`config.mk`:
```
export PLATFORM = sky130hd
export DESIGN_NAME = exmem_memwb_regs_flat
export DESIGN_NICKNAME = d
export VERILOG_FILES = /design/src/rtl/exmem_memwb_if.sv /design/src/rtl/exmem_memwb_regs.sv /design/src/flat_wrapper.sv
export SDC_FILE = /design/constraint.sdc
export NUM_CORES = 1
export LEC_CHECK = 0
export CORE_MARGIN = 2
export CORE_UTILIZATION = 48
export CTS_BUF_LIST = sky130_fd_sc_hd__clkbuf_2
export CTS_CLUSTER_DIAMETER = 50
export DETAILED_ROUTE_END_ITERATION = 16
export GPL_TIMING_DRIVEN = 0
export PLACE_DENSITY_LB_ADDON = 0.05
export SLEW_MARGIN = 20
export SYNTH_ARGS = -nofsm -noshare
export SYNTH_HDL_FRONTEND = slang
export SYNTH_SLANG_ARGS = --single-unit
```
`constraint.sdc`:
```
create_clock -name clk -period 4.5 [get_ports clk]
set_clock_uncertainty 0.05 [all_clocks]
set_input_delay 0.9 -clock clk [delete_from_list [all_inputs] [get_ports clk]]
set_output_delay 0.9 -clock clk [all_outputs]
set_load 0.005 [all_outputs]
```
`src/rtl/exmem_memwb_if.sv`:
```
// EX/MEM/WB pipeline register bundle: EX-side inputs, memory read data,
// and the MEM/WB outputs consumed by memory, forwarding and hazard logic.
interface exmem_memwb_if #(
    parameter int DATA_W = 32,
    parameter int REG_W  = 5,
    parameter int CNT_W  = 64
);
    logic              stall_m;
    logic              flush_m;
    logic              valid_e;
    logic [REG_W-1:0]  rd_e;
    logic              RegWrite_e;
    logic              MemRead_e;
    logic              MemWrite_e;
    logic [DATA_W-1:0] alu_e;
    logic [DATA_W-1:0] store_e;
    logic [DATA_W-1:0] rdata_m;

    logic              valid_m;
    logic              valid_w;
    logic [REG_W-1:0]  rd_m;
    logic [REG_W-1:0]  rd_w;
    logic              RegWrite_m;
    logic              RegWrite_w;
    logic              MemRead_m;
    logic              MemWrite_m;
    logic [DATA_W-1:0] alu_m;
    logic [DATA_W-1:0] store_m;
    logic [DATA_W-1:0] wbdata_w;
    logic              load_in_m;
    logic [CNT_W-1:0]  instret;

    // Pipeline control / EX side drives the inputs and observes the outputs.
    modport master (
        output stall_m, flush_m, valid_e, rd_e, RegWrite_e, MemRead_e, MemWrite_e,
               alu_e, store_e, rdata_m,
        input  valid_m, valid_w, rd_m, rd_w, RegWrite_m, RegWrite_w, MemRead_m,
               MemWrite_m, alu_m, store_m, wbdata_w, load_in_m, instret
    );

    // The register pair itself.
    modport slave (
        input  stall_m, flush_m, valid_e, rd_e, RegWrite_e, MemRead_e, MemWrite_e,
               alu_e, store_e, rdata_m,
        output valid_m, valid_w, rd_m, rd_w, RegWrite_m, RegWrite_w, MemRead_m,
               MemWrite_m, alu_m, store_m, wbdata_w, load_in_m, instret
    );
endinterface

```
`src/rtl/exmem_memwb_regs.sv`:
```
// EX/MEM and MEM/WB pipeline registers with writeback-value selection and a
// retired-instruction counter. Write enables and memory strobes are
// qualified by stage occupancy so downstream comparators never match a
// bubble or x0.
module exmem_memwb_regs #(
    parameter int DATA_W = 32,
    parameter int REG_W  = 5,
    parameter int CNT_W  = 64
) (
    input logic           clk,
    input logic           rst,
    exmem_memwb_if.slave  bus
);

    // EX/MEM stage state (p0)
    logic              r_vld_p0;
    logic [REG_W-1:0]  r_rd_p0;
    logic              r_rw_p0;
    logic              r_mr_p0;
    logic              r_mw_p0;
    logic [DATA_W-1:0] r_alu_p0;
    logic [DATA_W-1:0] r_store_p0;

    // MEM/WB stage state (p1)
    logic              r_vld_p1;
    logic [REG_W-1:0]  r_rd_p1;
    logic              r_rw_p1;
    logic [DATA_W-1:0] r_wb_p1;

    logic [CNT_W-1:0]  r_instret;

    logic              w_memread_p0;
    logic [DATA_W-1:0] w_wbsel_p0;

    assign w_memread_p0 = r_vld_p0 & r_mr_p0;
    assign w_wbsel_p0   = w_memread_p0 ? bus.rdata_m : r_alu_p0;

    // ---- EX -> MEM boundary ----
    // EX/MEM capture: reset clears everything, flush kills control but keeps
    // data, stall holds, otherwise load from EX.
    always_ff @(posedge clk) begin
        if (rst) begin
            r_vld_p0   <= 1'b0;
            r_rd_p0    <= '0;
            r_rw_p0    <= 1'b0;
            r_mr_p0    <= 1'b0;
            r_mw_p0    <= 1'b0;
            r_alu_p0   <= '0;
            r_store_p0 <= '0;
        end else if (bus.flush_m) begin
            r_vld_p0 <= 1'b0;
            r_rw_p0  <= 1'b0;
            r_mr_p0  <= 1'b0;
            r_mw_p0  <= 1'b0;
        end else if (!bus.stall_m) begin
            r_vld_p0   <= bus.valid_e;
            r_rd_p0    <= bus.rd_e;
            r_rw_p0    <= bus.RegWrite_e;
            r_mr_p0    <= bus.MemRead_e;
            r_mw_p0    <= bus.MemWrite_e;
            r_alu_p0   <= bus.alu_e;
            r_store_p0 <= bus.store_e;
        end
    end

    // ---- MEM -> WB boundary ----
    // MEM/WB capture: a stall in MEM sends a bubble to WB; flush is ignored
    // here so the instruction already in MEM still retires.
    always_ff @(posedge clk) begin
        if (rst) begin
            r_vld_p1 <= 1'b0;
            r_rd_p1  <= '0;
            r_rw_p1  <= 1'b0;
            r_wb_p1  <= '0;
        end else if (bus.stall_m) begin
            r_vld_p1 <= 1'b0;
            r_rw_p1  <= 1'b0;
        end else begin
            r_vld_p1 <= r_vld_p0;
            r_rd_p1  <= r_rd_p0;
            r_rw_p1  <= r_rw_p0;
            r_wb_p1  <= w_wbsel_p0;
        end
    end

    // Retire counter: counts each cycle WB holds a real instruction, so it
    // lags WB by one edge; wraps naturally at the counter width.
    always_ff @(posedge clk) begin
        if (rst) begin
            r_instret <= '0;
        end else if (r_vld_p1) begin
            r_instret <= r_instret + CNT_W'(1);
        end
    end

    assign bus.valid_m    = r_vld_p0;
    assign bus.rd_m       = r_rd_p0;
    assign bus.RegWrite_m = r_vld_p0 & r_rw_p0 & (r_rd_p0 != '0);
    assign bus.MemRead_m  = w_memread_p0;
    assign bus.MemWrite_m = r_vld_p0 & r_mw_p0;
    assign bus.alu_m      = r_alu_p0;
    assign bus.store_m    = r_store_p0;
    assign bus.load_in_m  = w_memread_p0;

    assign bus.valid_w    = r_vld_p1;
    assign bus.rd_w       = r_rd_p1;
    assign bus.RegWrite_w = r_vld_p1 & r_rw_p1 & (r_rd_p1 != '0);
    assign bus.wbdata_w   = r_wb_p1;
    assign bus.instret    = r_instret;

endmodule

```
`src/flat_wrapper.sv`:
```
// flat-port wrapper written by rule: the top's interface ports become plain ports
module exmem_memwb_regs_flat 
#(
    parameter int DATA_W = 32,
    parameter int REG_W  = 5,
    parameter int CNT_W  = 64
)
  (clk, rst, bus_stall_m, bus_flush_m, bus_valid_e, bus_rd_e, bus_RegWrite_e, bus_MemRead_e, bus_MemWrite_e, bus_alu_e, bus_store_e, bus_rdata_m, bus_valid_m, bus_valid_w, bus_rd_m, bus_rd_w, bus_RegWrite_m, bus_RegWrite_w, bus_MemRead_m, bus_MemWrite_m, bus_alu_m, bus_store_m, bus_wbdata_w, bus_load_in_m, bus_instret);
  exmem_memwb_if #(.DATA_W(DATA_W), .REG_W(REG_W), .CNT_W(CNT_W)) bus_i ();
  input logic clk;
  input logic rst;
  input wire logic [$bits(bus_i.stall_m)-1:0] bus_stall_m;
  input wire logic [$bits(bus_i.flush_m)-1:0] bus_flush_m;
  input wire logic [$bits(bus_i.valid_e)-1:0] bus_valid_e;
  input wire logic [$bits(bus_i.rd_e)-1:0] bus_rd_e;
  input wire logic [$bits(bus_i.RegWrite_e)-1:0] bus_RegWrite_e;
  input wire logic [$bits(bus_i.MemRead_e)-1:0] bus_MemRead_e;
  input wire logic [$bits(bus_i.MemWrite_e)-1:0] bus_MemWrite_e;
  input wire logic [$bits(bus_i.alu_e)-1:0] bus_alu_e;
  input wire logic [$bits(bus_i.store_e)-1:0] bus_store_e;
  input wire logic [$bits(bus_i.rdata_m)-1:0] bus_rdata_m;
  output wire logic [$bits(bus_i.valid_m)-1:0] bus_valid_m;
  output wire logic [$bits(bus_i.valid_w)-1:0] bus_valid_w;
  output wire logic [$bits(bus_i.rd_m)-1:0] bus_rd_m;
  output wire logic [$bits(bus_i.rd_w)-1:0] bus_rd_w;
  output wire logic [$bits(bus_i.RegWrite_m)-1:0] bus_RegWrite_m;
  output wire logic [$bits(bus_i.RegWrite_w)-1:0] bus_RegWrite_w;
  output wire logic [$bits(bus_i.MemRead_m)-1:0] bus_MemRead_m;
  output wire logic [$bits(bus_i.MemWrite_m)-1:0] bus_MemWrite_m;
  output wire logic [$bits(bus_i.alu_m)-1:0] bus_alu_m;
  output wire logic [$bits(bus_i.store_m)-1:0] bus_store_m;
  output wire logic [$bits(bus_i.wbdata_w)-1:0] bus_wbdata_w;
  output wire logic [$bits(bus_i.load_in_m)-1:0] bus_load_in_m;
  output wire logic [$bits(bus_i.instret)-1:0] bus_instret;
  assign bus_i.stall_m = bus_stall_m;
  assign bus_i.flush_m = bus_flush_m;
  assign bus_i.valid_e = bus_valid_e;
  assign bus_i.rd_e = bus_rd_e;
  assign bus_i.RegWrite_e = bus_RegWrite_e;
  assign bus_i.MemRead_e = bus_MemRead_e;
  assign bus_i.MemWrite_e = bus_MemWrite_e;
  assign bus_i.alu_e = bus_alu_e;
  assign bus_i.store_e = bus_store_e;
  assign bus_i.rdata_m = bus_rdata_m;
  assign bus_valid_m = bus_i.valid_m;
  assign bus_valid_w = bus_i.valid_w;
  assign bus_rd_m = bus_i.rd_m;
  assign bus_rd_w = bus_i.rd_w;
  assign bus_RegWrite_m = bus_i.RegWrite_m;
  assign bus_RegWrite_w = bus_i.RegWrite_w;
  assign bus_MemRead_m = bus_i.MemRead_m;
  assign bus_MemWrite_m = bus_i.MemWrite_m;
  assign bus_alu_m = bus_i.alu_m;
  assign bus_store_m = bus_i.store_m;
  assign bus_wbdata_w = bus_i.wbdata_w;
  assign bus_load_in_m = bus_i.load_in_m;
  assign bus_instret = bus_i.instret;
  exmem_memwb_regs #(.DATA_W(DATA_W), .REG_W(REG_W), .CNT_W(CNT_W)) u_core (.clk(clk), .rst(rst), .bus(bus_i));
endmodule
```
=== Word-level counts from Yosys, hierarchy flattened ===
Index checks and enable logic that the tools add are counted.

* Reduce and logical (&&, ||, !) cells: 5
* Add/sub/neg operators: 1
* Multipliers: 0
* Shift operators: 0
* Bitwise operators: 8
* Magnitude comparators: 0
* Multiplexer cells: 1
* Div/mod/pow operators: 0
* Equal/unequal tests: 0

{| class="wikitable"
|+ Operators with widths
! cell !! count
|-
| 64-bit by 1-bit adder with 64-bit output, second input constant || 1
|-
| 32-bit two-way mux || 1
|-
| 5-bit nonzero test || 2
|-
| 1-bit AND || 6
|-
| 2-bit OR reduction || 2
|-
| 1-bit NOT || 2
|-
| 2-bit AND reduction || 1
|}

* Register bits: 176
* Latch bits: 0
* ROM bits: 0
* Bits in writable memories: 0
* Word-level logic and storage cells: 27
* Bits of input ports: 109
* Memories: 0
* Output and inout port bits: 177

=== Depth between registers and ports, before layout ===
* Word-level depth: 2
* Mapped depth: 7

=== Worst setup path after synthesis ===
Ideal clock, no wire load.

* Path type: register -> register
* From: register u_core.r_instret[31], in the netlist u_core.bus.instret[31]
* To: register u_core.r_instret[51], in the netlist u_core.bus.instret[51]
* Clock period less this slack: 2.364 ns
* Data required time: 4.380 ns
* Stages on the path, launching flop included: 7
* Path slack: 2.136 ns
* Library setup time: 0.070 ns
* Arrival time: 2.244 ns
* Cells stage by stage: dfxtp_1 nand3_2 or4_1 buf_2 or4_4 or4_1 a21oi_1

* Cells in the longest elaborated chain, start to end: 1

{| class="wikitable"
|+ RTL lines
! element !! line !! source
|-
| from (decl) || exmem_memwb_regs.sv:30 || <nowiki>logic [CNT_W-1:0] r_instret;</nowiki>
|-
| from (signal assigned) || exmem_memwb_regs.sv:92 || <nowiki>r_instret <= r_instret + CNT_W'(1);</nowiki>
|-
| 64-bit by 1-bit adder with 64-bit output || exmem_memwb_regs.sv:92 ||
|}

No other way between the ends.
A chain may end at the register's enable or synchronous reset.

=== Worst setup path after layout ===
* From: register u_core.r_vld_p0, in the netlist u_core.bus.valid_m
* To: output port bus_load_in_m

* Cells in the longest elaborated chain, start to end: 1

{| class="wikitable"
|+ RTL lines
! element !! line !! source
|-
| from (decl) || exmem_memwb_regs.sv:16 || <nowiki>logic r_vld_p0;</nowiki>
|-
| from (signal assigned) || exmem_memwb_regs.sv:56 || <nowiki>r_vld_p0 <= bus.valid_e;</nowiki>
|-
| 1-bit AND || exmem_memwb_regs.sv:35 || <nowiki>assign w_memread_p0 = r_vld_p0 & r_mr_p0;</nowiki>
|-
| to (decl) || flat_wrapper.sv:33 || <nowiki>output wire logic [$bits(bus_i.load_in_m)-1:0] bus_load_in_m;</nowiki>
|}

No other way between the ends.

==> results.json <==
{
  "dieArea_um2": 16000,
  "initial_utilization_pct": 49.4,
  "cpMaxStageDelayCell": "clkdlybuf4s50_1",
  "tns_ns": 0,
  "finalSetupViolCount": 0,
  "drt_first_pass_iters": 5,
  "antenna_found_initial": 1,
  "critPathMaxFanout": 10,
  "path_cells": "clkbuf_1 > nand2_1 > clkbuf_1 > inv_1 > buf_4 > clkdlybuf4s50_1",
  "final_hold_viol_count": 0,
  "root_buffer": "clkbuf_2",
  "synth_nets": 1022,
  "arrival_ns": 2.71,
  "startpoint": "u_core.bus.valid_m$_SDFFE_PP0N_",
  "crit_path_end": "bus_load_in_m",
  "power_density_nw_per_um2": 252,
  "row_count": 44,
  "clock_latency_ns": 0.72,
  "postSynthAreaPerCell_um2": 7.90,
  "slew_headroom_pct": 38.6,
  "status": "completed",
  "fmax_mhz": 273,
  "reg2reg_slack_ns": 1.54,
  "wire_per_inst_um": 16.1,
  "cts_buffers": 17,
  "synth_area_leaders": "dfxtp_1 (49%), a21oi_1 (11%), nand2_1 (10%)",
  "io-pin-count": 286,
  "cts_resized": 0,
  "cts_tree": "done",
  "grt_use_total_pct": 28.0,
  "regArea_um2": 3520,
  "syn2layout_area_growth_pct": 45.0,
  "grt_overflow": 0,
  "cts_htree_levels": 4,
  "grt_pass1_vias": 6970,
  "power.leakage_nw": 3.51,
  "drt_wl_total_mm": 22.8,
  "place_congestion": 0.868,
  "worst_pin_slew_ns": 0.912,
  "final.period_utilization_pct": 81.3,
  "ys_seq_area_share_pct": 48.9,
  "die_y_um": 126,
  "fp.coreArea_um2": 14600,
  "grt_pass1_wl_mm": 36.0,
  "cp-end-kind": "output port",
  "peakVddDrop_mv": 0.217,
  "fillCellCount": 1249,
  "ys_seq_elements": 176,
  "cts_hold_buf": 0,
  "path_depth": 6,
  "clock-sinks": 176,
  "nets": 1324,
  "reg2reg_depth": 5,
  "cp_top_family": "buffers and inverters",
  "drt-initial-drc-count": 491,
  "timing.rr.start": "u_core.bus.instret[15]$_SDFFE_PP0P_",
  "syn_inst": 912,
  "fin_crit_ns": 3.66,
  "netlist_area_um2": 7200,
  "drc": 0,
  "antenna_left": 0,
  "critPathLaunchType": "flip-flop",
  "rsz0062_at_grt": "no",
  "drive_above_1_share_pct": 3.18,
  "hold_class": "flip-flop to flip-flop",
  "die_w_um": 126,
  "synth_top_cell_by_area": "dfxtp_1",
  "ys_warn_count": 0,
  "grt_max_degree": 17,
  "yosys.cell_types.count": 34,
  "cts.path.max_buffers": 2,
  "multi_input_area_um2": 3400,
  "portBuffers": 283,
  "r2r_end": "u_core.bus.instret[61]$_SDFFE_PP0P_",
  "maxCapViolCount": 0,
  "report.final.slew_viol_count": 0,
  "cp.required_ns": 3.55,
  "instances_no_fill": 1411,
  "vias": 7616,
  "crit_type": "flip-flop to output port",
  "netlist.area_leader.share_pct": 48.9,
  "cpPeakStageDelay_ns": 0.48,
  "vias_per_cell": 5.40,
  "worst-path-buf-inv": 5,
  "cts_setup_buffers": 0,
  "path_clk_slew_ns": 0.21,
  "crit_top_cell": "clkbuf_1",
  "dp_cells": 1379,
  "hpwlAfterDp_mm": 17.3
}
## how the worst min path moves through the flow
stage / from / to / slack (ns) / depth (start not counted)
after floorplan: u_core.bus.store_m[0]$_SDFFE_PP0P_ / u_core.bus.store_m[0]$_SDFFE_PP0P_ / 0.40 / 2
after global placement: u_core.bus.store_m[27]$_SDFFE_PP0P_ / u_core.bus.store_m[27]$_SDFFE_PP0P_ / 0.39 / 2
after detailed placement: u_core.bus.store_m[14]$_SDFFE_PP0P_ / u_core.bus.store_m[14]$_SDFFE_PP0P_ / 0.40 / 2
after CTS: u_core.bus.store_m[14]$_SDFFE_PP0P_ / u_core.bus.store_m[14]$_SDFFE_PP0P_ / 0.42 / 2
after global routing: u_core.bus.store_m[13]$_SDFFE_PP0P_ / u_core.bus.store_m[13]$_SDFFE_PP0P_ / 0.44 / 2
final: u_core.bus.store_m[14]$_SDFFE_PP0P_ / u_core.bus.store_m[14]$_SDFFE_PP0P_ / 0.42 / 2
## power breakdown
part           total [mW]  internal (mW)  switching, mW
Clock               0.696          0.189          0.507
Sequential           1.62           1.60         0.0240
Combinational       0.316          0.179          0.137
## state kept, by name, summed over array words and instances, names as in the netlist
name and flops:
u_core.bus.alu_m 32, u_core.bus.rd_m 5, u_core.r_rw_p1 1, u_core.bus.instret 64, u_core.bus.valid_w 1, u_core.bus.valid_m 1, u_core.bus.rd_w 5, u_core.r_mw_p0 1
u_core.bus.store_m 32, u_core.r_rw_p0 1, u_core.r_mr_p0 1, u_core.bus.wbdata_w 32
## through the flow
step	area [µm²]	power [mW]	worst slack (ns)	hold WS, ns	utilization, %
floorplan	7200	1.76	2.14	0.403	-
global placement	10300	1.97	1.37	0.391	70.4
detailed placement	10300	1.97	1.36	0.396	70.4
CTS	10400	2.65	0.782	0.419	71.5
global route	10400	2.75	0.592	0.443	71.6
finish	10400	2.64	0.841	0.418	71.6
## cells by family after synthesis
kind of cell | share of synthesized area, %
and+or+nand+nor | 27.5
AOI/OAI and AO/OA | 14.2
DFF | 48.9
buffers and inverters | 3.89
xor gates and xnor gates | 3.89
muxes | 1.39
adders and majority gates | 0.174
## metal layers
layer / vias to the layer above / track usage [%] / share of wire (%)
met5: - / 0 / 0
met4: 0 / 9.57 / 2.6
met3: 34 / 9.11 / 9.0
met2: 300 / 43.8 / 46
met1: 3527 / 36.5 / 42
li1: 3755 / - / -
## cells in the final DEF, fill, tap and decap left out, types with 2 or more instances in the layout
| cell type | instances |
|---|---|
| o21ai_0 | 14 |
| mux2i_1 | 10 |
| clkbuf_1 | 52 |
| and2_1 | 3 |
| buf_1 | 6 |
| o31ai_1 | 15 |
| xor2_1 | 21 |
| nor2_1 | 79 |
| buf_4 | 2 |
| and4_1 | 5 |
| nand4_1 | 26 |
| xnor2_1 | 11 |
| inv_1 | 7 |
| clkdlybuf4s50_1 | 283 |
| or2_2 | 4 |
| clkinv_2 | 5 |
| nand2_1 | 195 |
| nor4_1 | 9 |
| o311a_1 | 2 |
| buf_2 | 2 |
| nand3_1 | 52 |
| clkbuf_2 | 20 |
| and3_1 | 6 |
| or4_1 | 16 |
| nor3b_1 | 2 |
| clkinv_1 | 5 |
| nand4b_1 | 3 |
| nor3_1 | 6 |
| a21oi_1 | 164 |
| or3_1 | 17 |
| dfxtp_1 | 176 |
## cells in the mapped netlist
cell type  instances
o21ai_0           14
nand3_1           52
buf_4              2
buf_2              2
nand2_1          195
dfxtp_1          176
or3_1             17
o311a_1            2
o31ai_1           15
xor2_1            21
buf_6              1
and4_1             5
or4_1             16
nor2_1            79
clkbuf_1          52
and3b_1            1
nor3b_1            2
or4b_2             1
nor3_2             1
nor3_1             6
inv_1              7
xnor2_1           11
and2_1             3
ha_1               1
or4_4              1
or2_2              4
nor4_1             9
nand3_2            1
nand4_1           26
mux2i_1           10
nand4b_1           3
buf_1              6
and3_1             6
a21oi_1          164
## final cells by class
type                    count  area share (%)
inverters                   7           0.252
clock buffers              20           0.959
multi-input cells         666            32.5
repair buffers            283            27.1
clock inverters            11           0.707
diodes                      1          0.0240
flip-flops and latches    176            33.7
plain buffers              63            2.43
well taps                 184            2.21
## worst register-to-register path: stages, from the launching register on
cell and delay, ns:
dfxtp_1 0.50, nand4_1 0.21, nor4_1 0.83, nand4b_1 0.53, or4_1 0.63, a21oi_1 0.14
Power figures use the tool's default switching activity.
